[config.mk]
export PLATFORM = sky130hd
export DESIGN_NAME = warmboot_sequencer_flat
export DESIGN_NICKNAME = d
export VERILOG_FILES = /design/src/rtl/warmboot_pkg.sv /design/src/rtl/warmboot_if.sv /design/src/rtl/spi_byte_tx.sv /design/src/rtl/warmboot_sequencer.sv /design/src/flat_wrapper.sv
export SDC_FILE = /design/constraint.sdc
export NUM_CORES = 1
export LEC_CHECK = 0
export CAP_MARGIN = 20
export CORE_UTILIZATION = 50
export CTS_CLUSTER_DIAMETER = 60
export DETAILED_ROUTE_END_ITERATION = 12
export GPL_TIMING_DRIVEN = 0
export PLACE_DENSITY_LB_ADDON = 0.1
export SYNTH_ARGS = -nofsm -noshare
export SYNTH_HDL_FRONTEND = slang
export SYNTH_HIERARCHICAL = 1
export SYNTH_SLANG_ARGS = --single-unit
export TNS_END_PERCENT = 30
[constraint.sdc]
create_clock -name clk -period 2.6 [get_ports clk]
set_input_delay 0.65 -clock clk [delete_from_list [all_inputs] [get_ports clk]]
set_output_delay 0.65 -clock clk [all_outputs]
set_load 0.02 [all_outputs]
[src/rtl/warmboot_pkg.sv]
// warmboot_sequencer shared types and constants.
// State encoding and flash timing at 48 MHz.
package warmboot_pkg;

  typedef enum logic [2:0] {
    ST_IDLE       = 3'd0,
    ST_WAIT_QUIET = 3'd1,
    ST_DETACH     = 3'd2,
    ST_FLASH_WAKE = 3'd3,
    ST_SETTLE     = 3'd4,
    ST_BOOT       = 3'd5
  } wb_state_e;

  localparam int CLK_HZ   = 48_000_000;
  localparam int TRES1_NS = 3000;

  localparam logic [7:0] WAKE_CMD_DEF   = 8'hAB;
  localparam logic [1:0] BOOT_IMAGE_DEF = 2'b01;

  localparam int QUIET_CYCLES_DEF  = 48;
  localparam int DETACH_CYCLES_DEF = CLK_HZ / 100;
  localparam int SETTLE_CYCLES_DEF =
    (CLK_HZ / 1_000_000) * TRES1_NS / 1000;
  localparam int CNT_W_DEF         = 20;

endpackage

[src/rtl/warmboot_if.sv]
// Bootloader/bridge side bundle of the warm-boot sequencer.
// master drives requests and bridge SPI, slave is the sequencer.
interface warmboot_if;

  logic       boot_req;
  logic       bridge_spi_cs;
  logic       bridge_spi_sck;
  logic       bridge_spi_mosi;
  logic       usb_tx_en_in;
  logic       spi_cs;
  logic       spi_sck;
  logic       spi_mosi;
  logic       usb_detach;
  logic       warmboot;
  logic [1:0] image_sel;
  logic       busy;

  modport master (
    output boot_req,
    output bridge_spi_cs,
    output bridge_spi_sck,
    output bridge_spi_mosi,
    output usb_tx_en_in,
    input  spi_cs,
    input  spi_sck,
    input  spi_mosi,
    input  usb_detach,
    input  warmboot,
    input  image_sel,
    input  busy
  );

  modport slave (
    input  boot_req,
    input  bridge_spi_cs,
    input  bridge_spi_sck,
    input  bridge_spi_mosi,
    input  usb_tx_en_in,
    output spi_cs,
    output spi_sck,
    output spi_mosi,
    output usb_detach,
    output warmboot,
    output image_sel,
    output busy
  );

endinterface

[src/rtl/spi_byte_tx.sv]
// Single-byte SPI mode-0 transmitter, MSB first.
// 16 cycles with cs low: even phase sck=0, odd phase sck=1.
module spi_byte_tx (
  input  logic       clk,
  input  logic       rst_n,
  input  logic       start,
  input  logic [7:0] data,
  output logic       cs,
  output logic       sck,
  output logic       mosi,
  output logic       done
);

  logic       active;
  logic [3:0] phase;
  logic [7:0] shreg;

  // phase walker; shift after each sck high phase
  always_ff @(posedge clk or negedge rst_n) begin
    if (!rst_n) begin
      active <= 1'b0;
      phase  <= 4'd0;
      shreg  <= 8'd0;
    end else if (start && !active) begin
      active <= 1'b1;
      phase  <= 4'd0;
      shreg  <= data;
    end else if (active) begin
      phase <= phase + 4'd1;
      if (phase[0]) begin
        shreg <= {shreg[6:0], 1'b0};
      end
      if (phase == 4'hF) begin
        active <= 1'b0;
      end
    end
  end

  assign cs   = ~active;
  assign sck  = active & phase[0];
  assign mosi = active & shreg[7];
  assign done = active && (phase == 4'hF);

endmodule

[src/rtl/warmboot_sequencer.sv]
// Orderly handoff from boot request to warm-boot trigger:
// quiet wait, USB detach, flash wake, settle, boot.
module warmboot_sequencer
  import warmboot_pkg::*;
#(
  parameter int         QUIET_CYCLES  = QUIET_CYCLES_DEF,
  parameter int         DETACH_CYCLES = DETACH_CYCLES_DEF,
  parameter int         SETTLE_CYCLES = SETTLE_CYCLES_DEF,
  parameter logic [7:0] WAKE_CMD      = WAKE_CMD_DEF,
  parameter logic [1:0] BOOT_IMAGE    = BOOT_IMAGE_DEF,
  parameter int         CNT_W         = CNT_W_DEF
) (
  input logic       clk,
  input logic       reset,
  warmboot_if.slave bus
);

  localparam logic [CNT_W-1:0] QUIET_LAST  =
    CNT_W'(QUIET_CYCLES - 1);
  localparam logic [CNT_W-1:0] DETACH_LAST =
    CNT_W'(DETACH_CYCLES - 1);
  localparam logic [CNT_W-1:0] SETTLE_LAST =
    CNT_W'(SETTLE_CYCLES - 1);
  localparam logic [CNT_W-1:0] CNT_ONE     = CNT_W'(1);

  wb_state_e        state;
  wb_state_e        state_nx;
  logic [CNT_W-1:0] cnt;
  logic [CNT_W-1:0] cnt_nx;
  logic             quiet;
  logic             owned;
  logic             tx_start;
  logic             tx_cs;
  logic             tx_sck;
  logic             tx_mosi;
  logic             tx_done;

  assign quiet = bus.bridge_spi_cs & ~bus.usb_tx_en_in;
  assign owned = (state != ST_IDLE) &&
                 (state != ST_WAIT_QUIET);

  spi_byte_tx u_tx (
    .clk   (clk),
    .rst_n (reset),
    .start (tx_start),
    .data  (WAKE_CMD),
    .cs    (tx_cs),
    .sck   (tx_sck),
    .mosi  (tx_mosi),
    .done  (tx_done)
  );

  // state and shared delay counter
  always_ff @(posedge clk or negedge reset) begin
    if (!reset) begin
      state <= ST_IDLE;
      cnt   <= '0;
    end else begin
      state <= state_nx;
      cnt   <= cnt_nx;
    end
  end

  // next state, counter and wake-byte launch
  always_comb begin
    state_nx = state;
    cnt_nx   = cnt;
    tx_start = 1'b0;
    unique case (state)
      ST_IDLE: begin
        cnt_nx = '0;
        if (bus.boot_req) begin
          state_nx = ST_WAIT_QUIET;
        end
      end
      ST_WAIT_QUIET: begin
        if (!quiet) begin
          cnt_nx = '0;
        end else if (cnt == QUIET_LAST) begin
          state_nx = ST_DETACH;
          cnt_nx   = '0;
        end else begin
          cnt_nx = cnt + CNT_ONE;
        end
      end
      ST_DETACH: begin
        if (cnt == DETACH_LAST) begin
          state_nx = ST_FLASH_WAKE;
          cnt_nx   = '0;
          tx_start = 1'b1;
        end else begin
          cnt_nx = cnt + CNT_ONE;
        end
      end
      ST_FLASH_WAKE: begin
        if (tx_done) begin
          state_nx = ST_SETTLE;
          cnt_nx   = '0;
        end
      end
      ST_SETTLE: begin
        if (cnt == SETTLE_LAST) begin
          state_nx = ST_BOOT;
          cnt_nx   = '0;
        end else begin
          cnt_nx = cnt + CNT_ONE;
        end
      end
      ST_BOOT: begin
        cnt_nx = '0;
      end
      default: begin
        state_nx = ST_IDLE;
        cnt_nx   = '0;
      end
    endcase
  end

  // pin ownership: bridge until quiet, then sequencer
  always_comb begin
    bus.spi_cs     = 1'b1;
    bus.spi_sck    = 1'b0;
    bus.spi_mosi   = 1'b0;
    bus.usb_detach = 1'b0;
    bus.warmboot   = 1'b0;
    bus.image_sel  = 2'b00;
    bus.busy       = reset && (state != ST_IDLE);
    if (!reset) begin
      bus.spi_cs = 1'b1;
    end else if (!owned) begin
      bus.spi_cs   = bus.bridge_spi_cs;
      bus.spi_sck  = bus.bridge_spi_sck;
      bus.spi_mosi = bus.bridge_spi_mosi;
    end else begin
      bus.spi_cs     = tx_cs;
      bus.spi_sck    = tx_sck;
      bus.spi_mosi   = tx_mosi;
      bus.usb_detach = 1'b1;
      if (state == ST_BOOT) begin
        bus.warmboot  = 1'b1;
        bus.image_sel = BOOT_IMAGE;
      end
    end
  end

endmodule

[src/flat_wrapper.sv]
// flat-port wrapper written by rule: the top's interface ports become plain ports
module warmboot_sequencer_flat import warmboot_pkg::*;
#(
  parameter int         QUIET_CYCLES  = QUIET_CYCLES_DEF,
  parameter int         DETACH_CYCLES = DETACH_CYCLES_DEF,
  parameter int         SETTLE_CYCLES = SETTLE_CYCLES_DEF,
  parameter logic [7:0] WAKE_CMD      = WAKE_CMD_DEF,
  parameter logic [1:0] BOOT_IMAGE    = BOOT_IMAGE_DEF,
  parameter int         CNT_W         = CNT_W_DEF
)
  (clk, reset, bus_boot_req, bus_bridge_spi_cs, bus_bridge_spi_sck, bus_bridge_spi_mosi, bus_usb_tx_en_in, bus_spi_cs, bus_spi_sck, bus_spi_mosi, bus_usb_detach, bus_warmboot, bus_image_sel, bus_busy);
  warmboot_if bus_i ();
  input logic clk;
  input logic reset;
  input wire logic [$bits(bus_i.boot_req)-1:0] bus_boot_req;
  input wire logic [$bits(bus_i.bridge_spi_cs)-1:0] bus_bridge_spi_cs;
  input wire logic [$bits(bus_i.bridge_spi_sck)-1:0] bus_bridge_spi_sck;
  input wire logic [$bits(bus_i.bridge_spi_mosi)-1:0] bus_bridge_spi_mosi;
  input wire logic [$bits(bus_i.usb_tx_en_in)-1:0] bus_usb_tx_en_in;
  output wire logic [$bits(bus_i.spi_cs)-1:0] bus_spi_cs;
  output wire logic [$bits(bus_i.spi_sck)-1:0] bus_spi_sck;
  output wire logic [$bits(bus_i.spi_mosi)-1:0] bus_spi_mosi;
  output wire logic [$bits(bus_i.usb_detach)-1:0] bus_usb_detach;
  output wire logic [$bits(bus_i.warmboot)-1:0] bus_warmboot;
  output wire logic [$bits(bus_i.image_sel)-1:0] bus_image_sel;
  output wire logic [$bits(bus_i.busy)-1:0] bus_busy;
  assign bus_i.boot_req = bus_boot_req;
  assign bus_i.bridge_spi_cs = bus_bridge_spi_cs;
  assign bus_i.bridge_spi_sck = bus_bridge_spi_sck;
  assign bus_i.bridge_spi_mosi = bus_bridge_spi_mosi;
  assign bus_i.usb_tx_en_in = bus_usb_tx_en_in;
  assign bus_spi_cs = bus_i.spi_cs;
  assign bus_spi_sck = bus_i.spi_sck;
  assign bus_spi_mosi = bus_i.spi_mosi;
  assign bus_usb_detach = bus_i.usb_detach;
  assign bus_warmboot = bus_i.warmboot;
  assign bus_image_sel = bus_i.image_sel;
  assign bus_busy = bus_i.busy;
  warmboot_sequencer #(.QUIET_CYCLES(QUIET_CYCLES), .DETACH_CYCLES(DETACH_CYCLES), .SETTLE_CYCLES(SETTLE_CYCLES), .WAKE_CMD(WAKE_CMD), .BOOT_IMAGE(BOOT_IMAGE), .CNT_W(CNT_W)) u_core (.clk(clk), .reset(reset), .bus(bus_i));
endmodule
==> metrics.txt, run 1 <==
switching share of total power=20.0%; Layout Utilization=64.9%; #FFs+latches synth=36; Vias/cell=5.31; dpl ws=-385 ps; Initial Utilization=54.3%; TritonCTS clock tree=built; CTS Root Cell=clkbuf_8; WS Path Type=reg -> out; clock power share=41.4%; crit path launch type=flop; combinational share of power=3.2%; FF-to-FF setup slack=100 ps; Die X=66.3 um; commonest non-fill, non-tap cell in the layout=dfrtp_1; Critical R2R Launch=u_core/cnt[10]$_DFFE_PN0N_; post-synth cell types=38; post-synth top area share=43.6%; Congestion Overflow GR=0; P per Cell Area=411 nW/um^2; via count=1621; Slew Limit Headroom=47.5%; fmax=390 MHz; Core ar.=3800 um^2; GRT Util Overall=21.6%; IO Count=15; Nets=266; Final ANT Viol Nets=0; H-tree levels=2; P_sw=0.000202 W; maxcap violations=0; global-route wire length before repair=7120 um; Design Area, Final=2460 um^2; Skew-Pair Late Insertion Delay=280 ps; CTS Hold Bufs=0; vias in the first global route=1553; Die Area=4390 um^2; Worst-Margin Slew=777 ps; Primary FF master, synth=dfrtp_1; initial antenna violation count=0; IO Port Bufs=13; Synth Warn #=6; # setup viols final=0; Worst Skew=3.39 ps; Detail Placement HPWL=2830 um; CTS Buf Count=5; routed len/inst=13.7 um; Residual DRC=0; ys async rst share=100%; largest net degree at the start of global routing=43; layout cells sized above 1=16.0%; Setup WS post-layout=35.4 ps; total routed wirelength=4170 um; Final Power=0.00101 W; Worst VDD drop=312 uV; Reg2Reg Depth=6; sequential power share=55.4%; Avg Inst Size Synth=9.13 um^2; final hold vios=0; Pins Over Slew Limit=0; EDFF count, synth=0; Initial DRC Count=120; CP Data Arrival Time=1910 ps; synth top area cells=dfrtp_1 44%, nor2_1 6.2%, mux2i_1 4.8%; Final Cycle Share=98.6%; Placed Area=2280 um^2; Synth area leader=dfrtp_1; Post-Syn Area=2060 um^2; sequential-to-total area share from yosys stat=43.6%; CTS Buffer Depth=2; clock slew at reported path FFs=70 ps; internal power=0.000809 W; Sink Count=36; # diodes=0; Worst Hold Class=in -> async; die height=66.3 um; Leak=1.09 nW; FF-to-FF End=u_core/cnt[19]$_DFFE_PN0N_; GP Congestion=0.762; WHS=253 ps; highest-count cells in the layout ignoring fill and taps=36 x dfrtp_1, 31 x nor2_1, 20 x nand2_1; outcome=finished clean; # rows=22; Cells after Synth=226; Crit. End Element=primary output; RSZ-0062 raised after global routing=true; min Tclk post-route=2560 ps; TritonRoute pass-1 iters=4; crit-path max FO=10; WP data required=1950 ps; P&R area growth vs syn=19.3%
==> synthesized netlist by cell type, types with 6 or more instances <==
master and instances:
nand4_1 6, dfrtp_1 36, inv_1 6, xor2_1 8, a211oi_1 8, nand3_1 12
nor3_1 8, nor2_1 34, xnor2_1 11, a21oi_1 10, and2b_2 7, o21ai_0 7
nand2_1 20, mux2i_1 10
==> flip-flops by register name, indices dropped and copies added, names as in the netlist <==
name                flops
u_core/cnt             20
u_core/u_tx/shreg       8
u_core/u_tx/phase       4
u_core/state            3
u_core/u_tx/active      1
==> logic make-up after synthesis <==
kind of cell               after synthesis  share of synthesized area, %
AOI/OAI and AO/OA                       35                          10.8
other                                    2                         0.364
and+or+nand+nor                        104                          26.3
buffers and inverters                   18                          4.79
xor gates and xnor gates                19                          8.06
adders and majority gates                2                          1.21
DFF                                     36                          43.6
muxes                                   10                          4.85
==> routing by layer <==
metal  GRT usage [%]  wire (um)
met1            29.4       2070
met2            34.3       1960
met3            4.66        120
met4            6.38         17
met5               0          0
==> power groups by stage <==
stage	Combinational, W	Clock [W]	Sequential, W
after global routing	0.0000376	0.000463	0.000559
after global placement	0.0000334	0	0.000571
after floorplan	0.00000879	0	0.000571
after CTS	0.0000336	0.000438	0.000560
after detailed placement	0.0000325	0	0.000571
final	0.0000326	0.000419	0.000560
==> how the worst max path moves through the flow <==
stage	slack (ps)	cells after the start	endpoint	from
2_1_floorplan	290	7	u_core/u_tx/shreg[1]$_DFFE_PN0P_	u_core/cnt[10]$_DFFE_PN0N_
3_3_place_gp	-1480	5	bus_image_sel[0]	reset
3_5_place_dp	-390	5	bus_image_sel[0]	reset
4_1_cts	1	5	bus_spi_sck	u_core/u_tx/phase[0]$_DFFE_PN0P_
5_1_grt	-90	5	bus_image_sel[0]	reset
6_report	40	5	bus_image_sel[0]	u_core/state[0]$_DFFE_PN0P_
==> timing repair <==
action / 4_1_cts / 5_1_grt
endpoints found under the hold margin: 0 / 0
resized for setup: 9 / 7
endpoints found under the setup margin: 28 / 27
buffers inserted: 0 / 4
pin swaps: 1 / 3
cloned: 0 / 0
==> worst max-delay path, cell delays in order, from the launching register on <==
cell and delay [ps]:
dfrtp_1 340, clkbuf_1 360, nand2_1 90, nor2_1 140
buf_4 120, clkdlybuf4s50_1 590
==> cell type report <==
cell class | count | area (um^2)
buffer | 11 | 75.1
fill | 327 | 1340
tap | 48 | 60.1
inverter | 7 | 26.3
clock buffer | 7 | 96.3
timing repair buffer | 17 | 169
multi-input combinational | 179 | 1140
sequential | 36 | 901
==> through the flow <==
stage	setup TNS, ps	cells
2_1_floorplan	0	233
3_3_place_gp	-13560	294
3_5_place_dp	-3030	294
4_1_cts	0	301
5_1_grt	-331	305
6_report	0	305
Note: power is estimated with default switching activity, not from simulation.
==> run 2: changes to the inputs <==
--- a/config.mk
+++ b/config.mk
@@ -5,7 +5,6 @@
 export SDC_FILE = /design/constraint.sdc
 export NUM_CORES = 1
 export LEC_CHECK = 0
-export CAP_MARGIN = 20
 export CORE_UTILIZATION = 50
 export CTS_CLUSTER_DIAMETER = 60
 export DETAILED_ROUTE_END_ITERATION = 12
==> results of run 2 <==
Final layout, timing and power as in run 1 (identical DEF).
